## src/rtl/aesl_deadlock_detect_unit_if.sv

```systemverilog
// Signal bundle between one per-process deadlock detector and the monitor network.
// The master side drives process status and token control; the slave side is the detector.
interface aesl_deadlock_detect_unit_if #(
    parameter int PROC_NUM = 4
);
    logic                proc_blocked;
    logic [PROC_NUM-1:0] dep_vec;
    logic [PROC_NUM-1:0] suspect_vec;
    logic                dl_detect_in;
    logic [PROC_NUM-1:0] origin;
    logic                token_in;
    logic                token_clear;
    logic                suspect_out;
    logic                dl_out;
    logic [PROC_NUM-1:0] token_out;
    logic                loop_err;

    modport master (
        output proc_blocked, dep_vec, suspect_vec, dl_detect_in, origin, token_in, token_clear,
        input  suspect_out, dl_out, token_out, loop_err
    );

    modport slave (
        input  proc_blocked, dep_vec, suspect_vec, dl_detect_in, origin, token_in, token_clear,
        output suspect_out, dl_out, token_out, loop_err
    );
endinterface

```

## src/rtl/aesl_deadlock_detect_unit.sv

```systemverilog
// Per-process deadlock detector: times out a stalled process, flags a closed wait cycle,
// then walks the dependence chain with a one-hot token after global detection.
module aesl_deadlock_detect_unit #(
    parameter int PROC_NUM = 4,
    parameter int PROC_ID  = 0,
    parameter int TIMEOUT  = 16
) (
    input logic                          clock,
    input logic                          reset,
    aesl_deadlock_detect_unit_if.slave   bus
);
    localparam int                  CNT_W   = $clog2(TIMEOUT + 1);
    localparam logic [CNT_W-1:0]    CNT_MAX = CNT_W'(TIMEOUT);
    localparam logic [PROC_NUM-1:0] SELF    = PROC_NUM'(1) << PROC_ID;

    typedef enum logic [2:0] {IDLE, BLOCKED, SUSPECT, FROZEN, TOKEN} state_t;

    state_t              state, state_nxt;
    logic [CNT_W-1:0]    cnt;
    logic                suspect_q, suspect_nxt;
    logic                dl_q, dl_nxt;
    logic [PROC_NUM-1:0] token_q, token_nxt;
    logic                loop_q, loop_nxt;
    logic                visited, visited_nxt;
    logic                origin_flag, origin_flag_nxt;

    logic [PROC_NUM-1:0] dep_others;
    logic [PROC_NUM-1:0] cand;
    logic [PROC_NUM-1:0] succ;
    logic                closed;

    // Own bit never counts as a dependence; successor is the lowest suspect we wait on.
    assign dep_others = bus.dep_vec & ~SELF;
    assign cand       = dep_others & bus.suspect_vec;
    assign succ       = cand & (~cand + PROC_NUM'(1));
    assign closed     = (dep_others != '0) && ((dep_others & ~bus.suspect_vec) == '0);

    always_ff @(posedge clock or negedge reset) begin
        if (!reset) begin
            cnt <= '0;
        end else if (!bus.proc_blocked) begin
            cnt <= '0;
        end else if (cnt != CNT_MAX) begin
            cnt <= cnt + CNT_W'(1);
        end
    end

    always_ff @(posedge clock or negedge reset) begin
        if (!reset) begin
            state       <= IDLE;
            suspect_q   <= 1'b0;
            dl_q        <= 1'b0;
            token_q     <= '0;
            loop_q      <= 1'b0;
            visited     <= 1'b0;
            origin_flag <= 1'b0;
        end else begin
            state       <= state_nxt;
            suspect_q   <= suspect_nxt;
            dl_q        <= dl_nxt;
            token_q     <= token_nxt;
            loop_q      <= loop_nxt;
            visited     <= visited_nxt;
            origin_flag <= origin_flag_nxt;
        end
    end

    always_comb begin
        state_nxt = state;
        unique case (state)
            IDLE:    if (bus.proc_blocked) state_nxt = BLOCKED;
            BLOCKED: begin
                if (!bus.proc_blocked)   state_nxt = IDLE;
                else if (cnt == CNT_MAX) state_nxt = SUSPECT;
            end
            SUSPECT: begin
                if (bus.dl_detect_in)       state_nxt = FROZEN;
                else if (!bus.proc_blocked) state_nxt = IDLE;
            end
            FROZEN: begin
                // Clear and origin seed both outrank an arriving token.
                if (!bus.dl_detect_in)                              state_nxt = IDLE;
                else if (!bus.token_clear && !bus.origin[PROC_ID] && bus.token_in)
                                                                    state_nxt = TOKEN;
            end
            TOKEN:   state_nxt = bus.dl_detect_in ? FROZEN : IDLE;
            default: state_nxt = IDLE;
        endcase
    end

    always_comb begin
        dl_nxt          = 1'b0;
        token_nxt       = '0;
        loop_nxt        = loop_q;
        visited_nxt     = visited;
        origin_flag_nxt = origin_flag;
        suspect_nxt     = (state_nxt == SUSPECT) || (state_nxt == FROZEN) || (state_nxt == TOKEN);

        if (state == SUSPECT && state_nxt == SUSPECT) begin
            dl_nxt = closed;
        end else if (state == FROZEN || state == TOKEN) begin
            if (!bus.dl_detect_in || bus.token_clear) begin
                visited_nxt     = 1'b0;
                origin_flag_nxt = 1'b0;
            end else if (state == FROZEN && bus.origin[PROC_ID]) begin
                origin_flag_nxt = 1'b1;
                visited_nxt     = 1'b1;
                token_nxt       = succ;
            end else if (state == FROZEN && bus.token_in) begin
                dl_nxt = 1'b1;
                if (origin_flag) begin
                    token_nxt = '0;
                end else if (visited) begin
                    loop_nxt = 1'b1;
                end else begin
                    visited_nxt = 1'b1;
                    token_nxt   = succ;
                end
            end
        end
    end

    assign bus.suspect_out = suspect_q;
    assign bus.dl_out      = dl_q;
    assign bus.token_out   = token_q;
    assign bus.loop_err    = loop_q;
endmodule
```

## src/flat_wrapper.sv

```systemverilog
// flat-port wrapper written by rule: the top's interface ports become plain ports
module aesl_deadlock_detect_unit_flat 
#(
    parameter int PROC_NUM = 4,
    parameter int PROC_ID  = 0,
    parameter int TIMEOUT  = 16
)
  (clock, reset, bus_proc_blocked, bus_dep_vec, bus_suspect_vec, bus_dl_detect_in, bus_origin, bus_token_in, bus_token_clear, bus_suspect_out, bus_dl_out, bus_token_out, bus_loop_err);
  aesl_deadlock_detect_unit_if #(.PROC_NUM(PROC_NUM)) bus_i ();
  input logic clock;
  input logic reset;
  input wire logic [$bits(bus_i.proc_blocked)-1:0] bus_proc_blocked;
  input wire logic [$bits(bus_i.dep_vec)-1:0] bus_dep_vec;
  input wire logic [$bits(bus_i.suspect_vec)-1:0] bus_suspect_vec;
  input wire logic [$bits(bus_i.dl_detect_in)-1:0] bus_dl_detect_in;
  input wire logic [$bits(bus_i.origin)-1:0] bus_origin;
  input wire logic [$bits(bus_i.token_in)-1:0] bus_token_in;
  input wire logic [$bits(bus_i.token_clear)-1:0] bus_token_clear;
  output wire logic [$bits(bus_i.suspect_out)-1:0] bus_suspect_out;
  output wire logic [$bits(bus_i.dl_out)-1:0] bus_dl_out;
  output wire logic [$bits(bus_i.token_out)-1:0] bus_token_out;
  output wire logic [$bits(bus_i.loop_err)-1:0] bus_loop_err;
  assign bus_i.proc_blocked = bus_proc_blocked;
  assign bus_i.dep_vec = bus_dep_vec;
  assign bus_i.suspect_vec = bus_suspect_vec;
  assign bus_i.dl_detect_in = bus_dl_detect_in;
  assign bus_i.origin = bus_origin;
  assign bus_i.token_in = bus_token_in;
  assign bus_i.token_clear = bus_token_clear;
  assign bus_suspect_out = bus_i.suspect_out;
  assign bus_dl_out = bus_i.dl_out;
  assign bus_token_out = bus_i.token_out;
  assign bus_loop_err = bus_i.loop_err;
  aesl_deadlock_detect_unit #(.PROC_NUM(PROC_NUM), .PROC_ID(PROC_ID), .TIMEOUT(TIMEOUT)) u_core (.clock(clock), .reset(reset), .bus(bus_i));
endmodule
```

## config.mk

```make
export PLATFORM = sky130hd
export DESIGN_NAME = aesl_deadlock_detect_unit_flat
export DESIGN_NICKNAME = d
export VERILOG_FILES = /design/src/rtl/aesl_deadlock_detect_unit_if.sv /design/src/rtl/aesl_deadlock_detect_unit.sv /design/src/flat_wrapper.sv
export SDC_FILE = /design/constraint.sdc
export NUM_CORES = 1
export LEC_CHECK = 0
export ABC_AREA = 1
export BUFFER_PORTS_ARGS = -buffer_cell sky130_fd_sc_hd__buf_2
export CORE_UTILIZATION = 49
export DETAILED_ROUTE_END_ITERATION = 10
export PLACE_DENSITY = 0.76
export SETUP_SLACK_MARGIN = 0.3
export SLEW_MARGIN = 15
export SYNTH_ARGS = -nofsm -noshare
export SYNTH_HDL_FRONTEND = slang
export SYNTH_SLANG_ARGS = --single-unit
```

## constraint.sdc

```tcl
create_clock -name clock -period 1.8 [get_ports clock]
set_clock_uncertainty 0.05 [all_clocks]
set_input_delay 0.18 -clock clock [delete_from_list [all_inputs] [get_ports clock]]
set_output_delay 0.18 -clock clock [all_outputs]
set_load 0.05 [all_outputs]
```

==> Word level (Yosys, flattened, before mapping) <==
Cells that the tools add are included.
{ "op_classes": {"n_mux": 29, "add_sub_neg": 2, "n_reduce_logical": 21, "n_eq_ne": 11, "bitwise": 9} }
{ "ops": {"columns": ["cell", "n"], "rows": [
  ["4-bit two-way mux", 7],
  ["3-bit two-way mux", 7],
  ["3-bit case mux with 5 select lines", 1],
  ["4-bit AND", 3],
  ["3-bit by 2-bit equality test with 1-bit output (second input constant)", 4],
  ["1-bit two-way mux", 11],
  ["5-bit two-way mux", 2],
  ["4-bit inverter", 2],
  ["7-bit AND reduction", 1],
  ["3-bit equality test (second input constant)", 2],
  ["1-bit logical AND", 6],
  ["5-bit by 1-bit adder with 5-bit output (second input constant)", 1],
  ["5-bit equality test (second input constant)", 1],
  ["5-bit != test (second input constant)", 1],
  ["4-bit by 1-bit adder with 4-bit output (second input constant)", 1],
  ["4-bit logical NOT", 1],
  ["1-bit logical OR", 4],
  ["1-bit inverter", 4],
  ["4-bit AND reduction", 1],
  ["4-bit nonzero test", 1],
  ["3-bit by 1-bit equality test with 1-bit output (second input constant)", 1],
  ["1-bit logical NOT", 3],
  ["3-bit logical NOT", 1],
  ["3-bit != test (second input constant)", 1],
  ["5 further kinds", 5]
]} }
{ "word_totals": {"in_bits": 18, "regBits": 17, "elab_cells": 80} }

==> Depth between registers and ports, before layout <==
Gate-level depths: netlist of the first run.
{ "depth": {"word_depth": 11, "ltp_mapped": 10} }

==> Least setup slack after synthesis of the first run <==
No wires, ideal clock.
{ "synth_timing": {"path_kind": "register -> register", "from": "reg u_core.cnt[0]", "to": "reg u_core.dl_q (netlist: u_core.bus.dl_out)", "path_stages_with_launch": 11, "path_buffers": 0, "synth_period_minus_slack_ps": 1348, "slack_ps": 452, "t_arrival_ps": 1234, "path_cell_list": "dfrtp_1 > inv_1 > ha_1 > nand2_1 > nor2_1 > nand2_1 > nand2_1 > inv_1 > nor2_1 > nand4_1 > nand2_1"} }
{ "synth_between": {"elab_chain_len": 7} }
{ "synth_lines": {"columns": ["item", "line", "source"], "rows": [
  ["start: declaration", "aesl_deadlock_detect_unit.sv:19", "logic [CNT_W-1:0] cnt;"],
  ["start signal: assignment", "aesl_deadlock_detect_unit.sv:44", "cnt <= cnt + CNT_W'(1);"],
  ["5-bit equality test", "aesl_deadlock_detect_unit.sv:74", "else if (cnt == CNT_MAX) state_nxt = SUSPECT;"],
  ["3-bit two-way mux", "aesl_deadlock_detect_unit.sv:74", null],
  ["3-bit two-way mux", "aesl_deadlock_detect_unit.sv:73", "if (!bus.proc_blocked) state_nxt = IDLE;"],
  ["3-bit case mux with 5 select lines", "aesl_deadlock_detect_unit.sv:70", "unique case (state)"],
  ["3-bit by 2-bit equality test with 1-bit output", "aesl_deadlock_detect_unit.sv:99", "if (state == SUSPECT && state_nxt == SUSPECT) begin"],
  ["1-bit logical AND", "aesl_deadlock_detect_unit.sv:99", null],
  ["1-bit two-way mux", "aesl_deadlock_detect_unit.sv:99", null],
  ["net u_core.dl_nxt", "aesl_deadlock_detect_unit.sv:21", "logic dl_q, dl_nxt;"],
  ["end signal: assignment", "aesl_deadlock_detect_unit.sv:60", "dl_q <= dl_nxt;"],
  ["end: declaration", "aesl_deadlock_detect_unit.sv:21", null]
]} }
The timed path passes the listed nets, and every way through them passes these cells.
A chain may end at the register's enable or synchronous reset.

==> Final worst setup path of the first run <==
Same ends and word-level chain as after synthesis.

==> results.json, run 1 <==
{
  "crit_path_start": "u_core.cnt[0]",
  "synthArstFlopShare_pct": 100,
  "ys.flop_type": "dfrtp_1",
  "hold_violations": 0,
  "synth_top_area_share_pct": 47.5,
  "drv_slew": 0,
  "rr_worst_depth": 10,
  "power.density_nw_per_um2": 704,
  "required_ns": 1.98,
  "ff2ff_setup_slack_ns": 0.43,
  "ys_types": 22,
  "path_buf_inv": 2,
  "numCtsBuffers": 3,
  "die_area_um2": 1890,
  "areaGrowthSynthToFinish_pct": 21.8,
  "netlist_top_cells_area": "dfrtp_1 (47%), inv_1 (8.9%), nand2_1 (8.9%)",
  "reg2reg_to": "u_core.bus.dl_out",
  "ios": 25,
  "ir_drop_mv": 0.403,
  "rsz0062_at_grt": "no",
  "fp.dieW_um": 43.5,
  "fmax_mhz": 730,
  "syn_inst": 107,
  "grt_max_degree": 17,
  "tns_ns": 0,
  "placed_cells": 140,
  "cts_tree": "built",
  "worstSetupPathType": "reg2reg",
  "arrival_ns": 1.55,
  "crit_path_top_delay_cell": "dfrtp_1",
  "p_leak_nw": 0.565,
  "vias": 782,
  "postSynthAreaPerCell_um2": 7.88,
  "gr-total-overflow": 0,
  "worstPathMaxFanout": 5,
  "routed_wl_um": 1620,
  "start_util_pct": 54.1,
  "grt_pass1_wl_um": 2610,
  "drt-pass1-iter-count": 7,
  "hpwl_um": 1210,
  "cp_top_family": "simple AND/OR/NAND/NOR gates",
  "cp_cell_sequence": "inv_2, ha_2, nand2_1, nor2_4, nand2_1, nand2_1, inv_1, nor2_2, nand4_1, nand2_1",
  "total_power_mw": 0.723,
  "first_global_vias": 644,
  "cts_root_buffer": "clkbuf_4",
  "cts_num_sinks": 16,
  "regToRegStartpoint": "u_core.cnt[0]",
  "final_cell_mix": "nand2_1 (20), inv_1 (18), buf_2 (18)",
  "die_height_um": 43.5,
  "std_cell_rows": 14,
  "synth-seq-area-share_pct": 47.5,
  "period_share_pct": 76.1,
  "hold_path_startpoint": "bus_suspect_vec[2]",
  "core_area_um2": 1560,
  "period_needed_ns": 1.37,
  "slowest_delay_ns": 0.41,
  "start_kind": "flop",
  "violations": "DRC",
  "antenna_left": 0,
  "insertion_delay_ns": 0.29,
  "synth_edf_count": 0,
  "vias_per_cell": 5.28,
  "hold_class": "in2reg",
  "ys_warn_count": 0,
  "cp_common_cell": "nand2_1",
  "n_antenna_cell": 0,
  "gp_congestion": 0.825,
  "portBuffers": 18,
  "status": "finished, violations left",
  "cts_buffer_depth": 2,
  "cp-end-kind": "flop",
  "netlist_area_um2": 843,
  "drt_iter0_drc": 15,
  "instances_no_fill": 148,
  "drc": 2,
  "syn_nets": 127,
  "synth_seq_cells": 16,
  "post_route_cells_drive_above_1_share_pct": 25.8,
  "yosys.area.top_type": "dfrtp_1",
  "nets": 153,
  "setup-violations-final": 0,
  "h-tree-depth": 1,
  "final_common_cell": "nand2_1",
  "hold_end": "u_core.bus.token_out[2]",
  "path_clk_slew_ns": 0.10,
  "hold_path_depth": 3,
  "antenna_found_initial": 0,
  "post_drt_wl_per_cell_um": 10.9,
  "hold_slack_ns": 0.100,
  "grt_util_all_layers_pct": 19.0,
  "cap_violations": 0
}
==> cell families (layout without fill, tap and decap cells) <==
| kind of cell | Yosys count | in the layout | synth area share, % |
|---|---|---|---|
| buffers and inverters | 21 | 46 | 9.79 |
| other | 1 | 1 | 0.445 |
| XOR/XNOR | 1 | 1 | 1.04 |
| AND/OR/NAND/NOR | 51 | 51 | 27.7 |
| adder cells (fa/ha/maj) | 2 | 2 | 2.97 |
| AO/OA/AOI/OAI | 15 | 15 | 10.5 |
| flip-flops | 16 | 16 | 47.5 |
==> flip-flops by register name, summed over array words and instances, names as in the netlist <==
name	count
u_core.cnt	5
u_core.origin_flag	1
u_core.bus.token_out	3
u_core.bus.loop_err	1
u_core.bus.suspect_out	1
u_core.bus.dl_out	1
u_core.visited	1
u_core.state	3
==> where the power goes <==
| group | leakage (nW) | total (mW) | internal (mW) | switching (mW) |
|---|---|---|---|---|
| clock | 0.0210 | 0.240 | 0.123 | 0.117 |
| combinational | 0.330 | 0.0967 | 0.0413 | 0.0553 |
| sequential | 0.214 | 0.386 | 0.374 | 0.0118 |
| total | 0.565 | 0.723 | 0.539 | 0.184 |
==> per-stage QoR <==
| stage | area, µm² | util (%) | setup WS (ns) |
|---|---|---|---|
| 3_5_place_dp | 946 | 60.7 | 0.223 |
| 2_1_floorplan | 843 | - | 0.452 |
| 4_1_cts | 1000 | 64.1 | 0.306 |
| 6_report | 1030 | 65.9 | 0.430 |
| 3_3_place_gp | 946 | 60.7 | 0.272 |
| 5_1_grt | 1030 | 65.9 | 0.313 |
==> cells in the mapped netlist (2+ instances only) <==
cell type / instances
nand2_1: 20
inv_1: 20
nor2_1: 10
nor3_1: 4
a21oi_1: 6
o21ai_0: 3
ha_1: 2
nand3_1: 11
nand4_1: 3
dfrtp_1: 16
==> layout make-up <==
class / count / area, µm²
clock buffers: 4 / 36.3
fillers: 138 / 532
inverters: 20 / 75.1
multi-input cells: 70 / 373
flip-flops and latches: 16 / 400
well taps: 16 / 20.0
repair buffers: 22 / 123
==> tightest hold or removal path, cell delays in order <==
cell,delay [ns]
buf_2,0.10
nand2_1,0.07
nor3_1,0.05
==> worst max path at each step <==
stage | end | depth (start not counted)
floorplan | u_core.bus.dl_out | 10
global placement | u_core.bus.dl_out | 10
detailed placement | u_core.bus.dl_out | 10
CTS | u_core.bus.dl_out | 10
global route | u_core.bus.dl_out | 8
finish | u_core.bus.dl_out | 10
==> what timing repair did <==
item | in CTS | in global routing
setup buffers | 0 | 3
pin swaps | 0 | 2
resized for setup | 2 | 4
hold endpoints to repair | 16 | 0
endpoints found under the setup margin | 2 | 3
hold buffers | 1 | 0
==> layer usage <==
metal / up-vias / GRT usage, % / share of wire [%]
li1: 397 / - / -
met2: 18 / 30.3 / 49
met5: - / 0 / 0
met4: 0 / 11.3 / 1.7
met3: 4 / 2.50 / 3.1
met1: 363 / 24.7 / 46
Power figures use the tool's default switching activity.
==> run 2, diff against run 1 <==
--- a/config.mk
+++ b/config.mk
@@ -7,9 +7,9 @@
 export LEC_CHECK = 0
 export ABC_AREA = 1
 export BUFFER_PORTS_ARGS = -buffer_cell sky130_fd_sc_hd__buf_2
-export CORE_UTILIZATION = 49
+export CORE_UTILIZATION = 44
 export DETAILED_ROUTE_END_ITERATION = 10
-export PLACE_DENSITY = 0.76
+export PLACE_DENSITY = 0.72
 export SETUP_SLACK_MARGIN = 0.3
 export SLEW_MARGIN = 15
 export SYNTH_ARGS = -nofsm -noshare
==> constraint.sdc (replaced) <==
create_clock -name clock -period 1.19 [get_ports clock]
set_clock_uncertainty 0.05 [all_clocks]
set_input_delay 0.119 -clock clock [delete_from_list [all_inputs] [get_ports clock]]
set_output_delay 0.119 -clock clock [all_outputs]
set_load 0.05 [all_outputs]
==> run 2 against run 1 <==
Net effect: the run ends with setup timing left; global-route usage rose by 3.0 points; fmax grew 2.6%; first-iteration DRC count is 110% higher; highest routed layer unchanged.
==> results.json, run 2 (synthesized netlist as in run 1, its figures left out) <==
{
  "arrival_ns": 1.51,
  "areaGrowthSynthToFinish_pct": 54.2,
  "vias": 859,
  "tightest_slew_ns": 0.522,
  "slowest_delay_ns": 0.40,
  "hold_path_startpoint": "bus_dep_vec[1]",
  "period_share_pct": 112,
  "h-tree-depth": 1,
  "insertion_delay_ns": 0.29,
  "cp-end-kind": "flop",
  "met3RoutedLength_um": 57,
  "max_slew_margin_pct": 65.1,
  "path_clk_slew_ns": 0.09,
  "reg2reg_to": "u_core.bus.dl_out",
  "setup-violations-final": 10,
  "cts_root_buffer": "clkbuf_4",
  "hold_path_depth": 3,
  "numCtsBuffers": 3,
  "ff2ff_setup_slack_ns": -0.15,
  "grt_pass1_wl_um": 3180,
  "fmax_mhz": 749,
  "rr_worst_depth": 10,
  "grt_max_degree": 17,
  "fin_util_pct": 73.7,
  "die_area_um2": 2100,
  "post_route_cells_drive_above_1_share_pct": 44.9,
  "cp_common_cell": "nand2_1",
  "hpwl_um": 1310,
  "tns_ns": -0.831,
  "fp.dieW_um": 45.8,
  "die_height_um": 45.8,
  "first_global_vias": 722,
  "crit_path_top_delay_cell": "dfrtp_1",
  "antenna_found_initial": 0,
  "portBuffers": 18,
  "top_register": "u_core.cnt",
  "n_antenna_cell": 0,
  "nets": 169,
  "largest_register_ffs": 5,
  "violations": "setup timing",
  "p_leak_nw": 0.667,
  "wl_met1_um": 999,
  "antenna_left": 0,
  "cap_violations": 0,
  "required_ns": 1.36,
  "cts_buffer_depth": 2,
  "maxUsedRoutingLayer": "met4",
  "hold_class": "in2reg",
  "worstSetupPathType": "reg2reg",
  "drt_iter0_drc": 31,
  "regToRegStartpoint": "u_core.cnt[0]",
  "status": "finished, violations left",
  "std_cell_rows": 15,
  "drc": 0,
  "hold_violations": 0,
  "start_kind": "flop",
  "final_common_cell": "nand2_1",
  "post_drt_wl_per_cell_um": 12.2,
  "gr-total-overflow": 0,
  "routed_wl_um": 2110,
  "drv_slew": 0,
  "gp_congestion": 0.862,
  "ir_drop_mv": 0.706,
  "final_cell_mix": "nand2_1 (17), inv_1 (16), buf_4 (16)",
  "rsz0062_at_grt": "yes",
  "core_area_um2": 1760,
  "period_needed_ns": 1.34,
  "power.density_nw_per_um2": 841,
  "cts_num_sinks": 16,
  "start_util_pct": 47.8,
  "wl_met2_um": 1020,
  "drt-pass1-iter-count": 5,
  "hold_end": "u_core.bus.token_out[1]",
  "worstPathMaxFanout": 4,
  "ios": 25,
  "vias_per_cell": 4.99,
  "worst_slack_ns": -0.146,
  "cts_tree": "built",
  "cp_cell_sequence": "inv_2, ha_4, nand2_4, nor2_4, nand2_1, nand2_1, inv_1, nor2_1, nand4_1, nand2_1",
  "grt_util_all_layers_pct": 22.0
}
## run 2: where the power goes
part / switching (mW) / internal, mW / total (mW)
combinational: 0.120 / 0.105 / 0.224
clock: 0.166 / 0.118 / 0.283
sequential: 0.0192 / 0.566 / 0.585
total: 0.305 / 0.788 / 1.09
## run 2: layout make-up
cell class                      instances  area, µm²
Multi-Input combinational cell         70        478
Fill cell                             130        464
Sequential cell                        16        402
Timing Repair Buffer                   38        292
Inverter                               20       75.1
Tap cell                               25       31.3
Clock buffer                            3       22.5
## run 2: per-layer routing
metal	up-vias	global-route usage, %
met4	0	8.82
met3	4	3.57
met1	407	31.0
li1	427	-
met5	-	0
met2	21	33.7
## run 2: what timing repair did
| item | CTS | global route |
|---|---|---|
| hold buffers | 1 | 0 |
| gates resized for setup | 36 | 6 |
| setup buffers | 5 | 4 |
| pin swaps | 4 | 3 |
| setup endpoints to repair | 22 | 22 |
| hold endpoints to repair | 16 | 0 |
## run 2: worst max path at each step
stage,startpoint,to,depth (start not counted)
4_1_cts,u_core.cnt[0],u_core.bus.dl_out,10
6_report,u_core.cnt[0],u_core.bus.dl_out,10
2_1_floorplan,u_core.cnt[0],u_core.bus.dl_out,10
3_5_place_dp,u_core.cnt[1],u_core.bus.dl_out,10
3_3_place_gp,u_core.cnt[1],u_core.bus.dl_out,10
5_1_grt,u_core.state[0],u_core.bus.token_out[2],6
## run 2: per-stage QoR
step / std cells / instance area (µm²) / power [mW] / worst slack [ns] / hold WS (ns)
final: 172 / 1300 / 1.09 / -0.146 / 0.0606
after detailed placement: 159 / 1040 / 0.749 / -0.125 / 0.00353
after floorplan: 107 / 853 / 0.673 / -0.0648 / -0.227
after CTS: 168 / 1250 / 1.07 / -0.111 / 0.0369
after global routing: 172 / 1300 / 1.15 / -0.222 / 0.0528
after global placement: 159 / 1040 / 0.743 / -0.0939 / -0.00105
## run 2: critical path: cells and delay by family (launching register included)
family | cells | cell delay (ns)
and+or+nand+nor | 7 | 0.56
adders and majority gates | 1 | 0.14
DFF | 1 | 0.40
buffers and inverters | 2 | 0.12
==> run 3, diff against run 2 <==
--- a/config.mk
+++ b/config.mk
@@ -9,7 +9,7 @@
 export BUFFER_PORTS_ARGS = -buffer_cell sky130_fd_sc_hd__buf_2
 export CORE_UTILIZATION = 44
 export DETAILED_ROUTE_END_ITERATION = 10
-export PLACE_DENSITY = 0.72
+export PLACE_DENSITY = 0.77
 export SETUP_SLACK_MARGIN = 0.3
 export SLEW_MARGIN = 15
 export SYNTH_ARGS = -nofsm -noshare
==> run 3 against run 2 <==
Net effect: the flow still finishes with violations (setup timing); die area is the same; sequential power is essentially flat; setup slack lost 0.11 ns; combinational power shrank 5%; cell area grew 6.8%; highest routed layer unchanged; sequential share of layout area shrank 2.0 points; utilization grew 5.0 points; critical endpoint is now u_core.bus.suspect_out; global-route usage grew 4.0 points; register-to-register slack lost 0.11 ns.
==> results.json, run 3 (synthesized netlist as in run 1, its figures left out) <==
{
  "antenna_found_initial": 0,
  "gp_congestion": 0.787,
  "worst_slack_ns": -0.255,
  "rsz0062_at_grt": "yes",
  "post-place-ws_ns": -0.158,
  "largest_register_ffs": 5,
  "placed_cell_area_um2": 1040,
  "cts_root_buffer": "clkbuf_4",
  "die_area_um2": 2100,
  "top_register": "u_core.cnt",
  "portBuffers": 18,
  "antenna_left": 0,
  "core_area_um2": 1760,
  "hold_violations": 0,
  "cap_violations": 0,
  "required_ns": 1.28,
  "drv_slew": 0,
  "start_kind": "flop",
  "cts_buffer_depth": 2,
  "period_needed_ns": 1.44,
  "ir_drop_mv": 0.621,
  "cp-end-kind": "flop",
  "fmax_mhz": 692,
  "status": "finished, violations left",
  "vias_per_cell": 5.28,
  "fill_cells": 135,
  "post_drt_wl_per_cell_um": 14.5,
  "h-tree-depth": 1,
  "register_area_um2": 402,
  "grt_util_all_layers_pct": 26.1,
  "placed_cells": 159,
  "grt_pass1_wl_um": 3750,
  "worstSetupPathType": "reg2reg",
  "hpwl_um": 1400,
  "areaGrowthSynthToFinish_pct": 64.7,
  "fin_area_um2": 1390,
  "drt_iter0_drc": 24,
  "n_antenna_cell": 0,
  "cts_tree": "built",
  "start_util_pct": 47.8,
  "drc": 0,
  "numCtsBuffers": 3,
  "worstPathMaxFanout": 5,
  "power.density_nw_per_um2": 851,
  "nets": 171,
  "period_share_pct": 121,
  "arrival_ns": 1.54,
  "drt-pass1-iter-count": 5,
  "p_leak_nw": 0.694,
  "setup-violations-final": 14,
  "final_cell_mix": "nand2_1 (16), buf_4 (16), dfrtp_1 (15)",
  "gr-total-overflow": 0,
  "insertion_delay_ns": 0.30,
  "hold_slack_ns": 0.0356,
  "grt_max_degree": 17,
  "multi_input_area_um2": 522,
  "path_clk_slew_ns": 0.11,
  "tightest_slew_ns": 0.510,
  "ios": 25,
  "vias": 924,
  "die_height_um": 45.8,
  "post_route_cells_drive_above_1_share_pct": 52.7,
  "first_global_vias": 898,
  "routed_wl_um": 2530,
  "tns_ns": -2.35,
  "violations": "setup timing",
  "std_cell_rows": 15,
  "cts_num_sinks": 16,
  "fp.dieW_um": 45.8,
  "instances_no_fill": 175,
  "max_slew_margin_pct": 65.9,
  "hold_class": "in2reg"
}
## run 3: layout make-up
type	instances	share of cell area (%)
clock buffers	4	2.61
multi-input cells	70	37.6
well taps	25	2.25
flip-flops and latches	16	28.9
inverters	20	5.41
repair buffers	40	23.2
## run 3: layer usage
layer / wire, µm / track usage (%) / share of wire, % / up-vias
met1: 913 / 26.4 / 36 / 429
li1: - / - / - / 432
met3: 118 / 5.56 / 4.7 / 17
met2: 1370 / 50.6 / 54 / 46
met4: 133 / 10.6 / 5.3 / 0
met5: 0 / 0 / 0 / -
## run 3: where the power goes
group / switching, mW / internal [mW] / total (mW)
Combinational: 0.123 / 0.0901 / 0.213
Clock: 0.196 / 0.187 / 0.383
Sequential: 0.0194 / 0.566 / 0.586
Total: 0.339 / 0.843 / 1.18
## run 3: path summary, 6_finish.rpt
kind,slack (ns),cells after the start,start,to
worst min-delay path,0.04,3,bus_suspect_vec[1],u_core.bus.token_out[1]
worst min register to register,0.47,1,u_core.bus.loop_err,u_core.bus.loop_err
worst max register to register,-0.25,8,u_core.state[1],u_core.bus.suspect_out
max in group asynchronous,0.57,2,reset,u_core.state[2]
min in group asynchronous,0.23,2,reset,u_core.cnt[2]
worst max-delay path,-0.25,8,u_core.state[1],u_core.bus.suspect_out
## run 3: critical path, cell delays in order, from the launching register on
cell     delay, ns
dfrtp_1       0.44
nand2_2       0.11
nor2_4        0.19
buf_12        0.14
nand2_8       0.07
nand2_4       0.06
nor2_2        0.05
inv_2         0.06
nand4_1       0.13
## run 3: stage by stage
| stage | utilization, % | power (mW) |
|---|---|---|
| 2_1_floorplan | - | 0.673 |
| 3_3_place_gp | 59.1 | 0.742 |
| 3_5_place_dp | 59.1 | 0.750 |
| 4_1_cts | 73.5 | 1.16 |
| 5_1_grt | 78.7 | 1.23 |
| 6_report | 78.7 | 1.18 |
## run 3: repair_timing
item                       CTS  global route
pin swaps                    4             5
resized for setup           39            16
hold endpoints to repair    16             0
setup buffers                9             2
hold buffers                 1             0
setup endpoints to repair   22            22
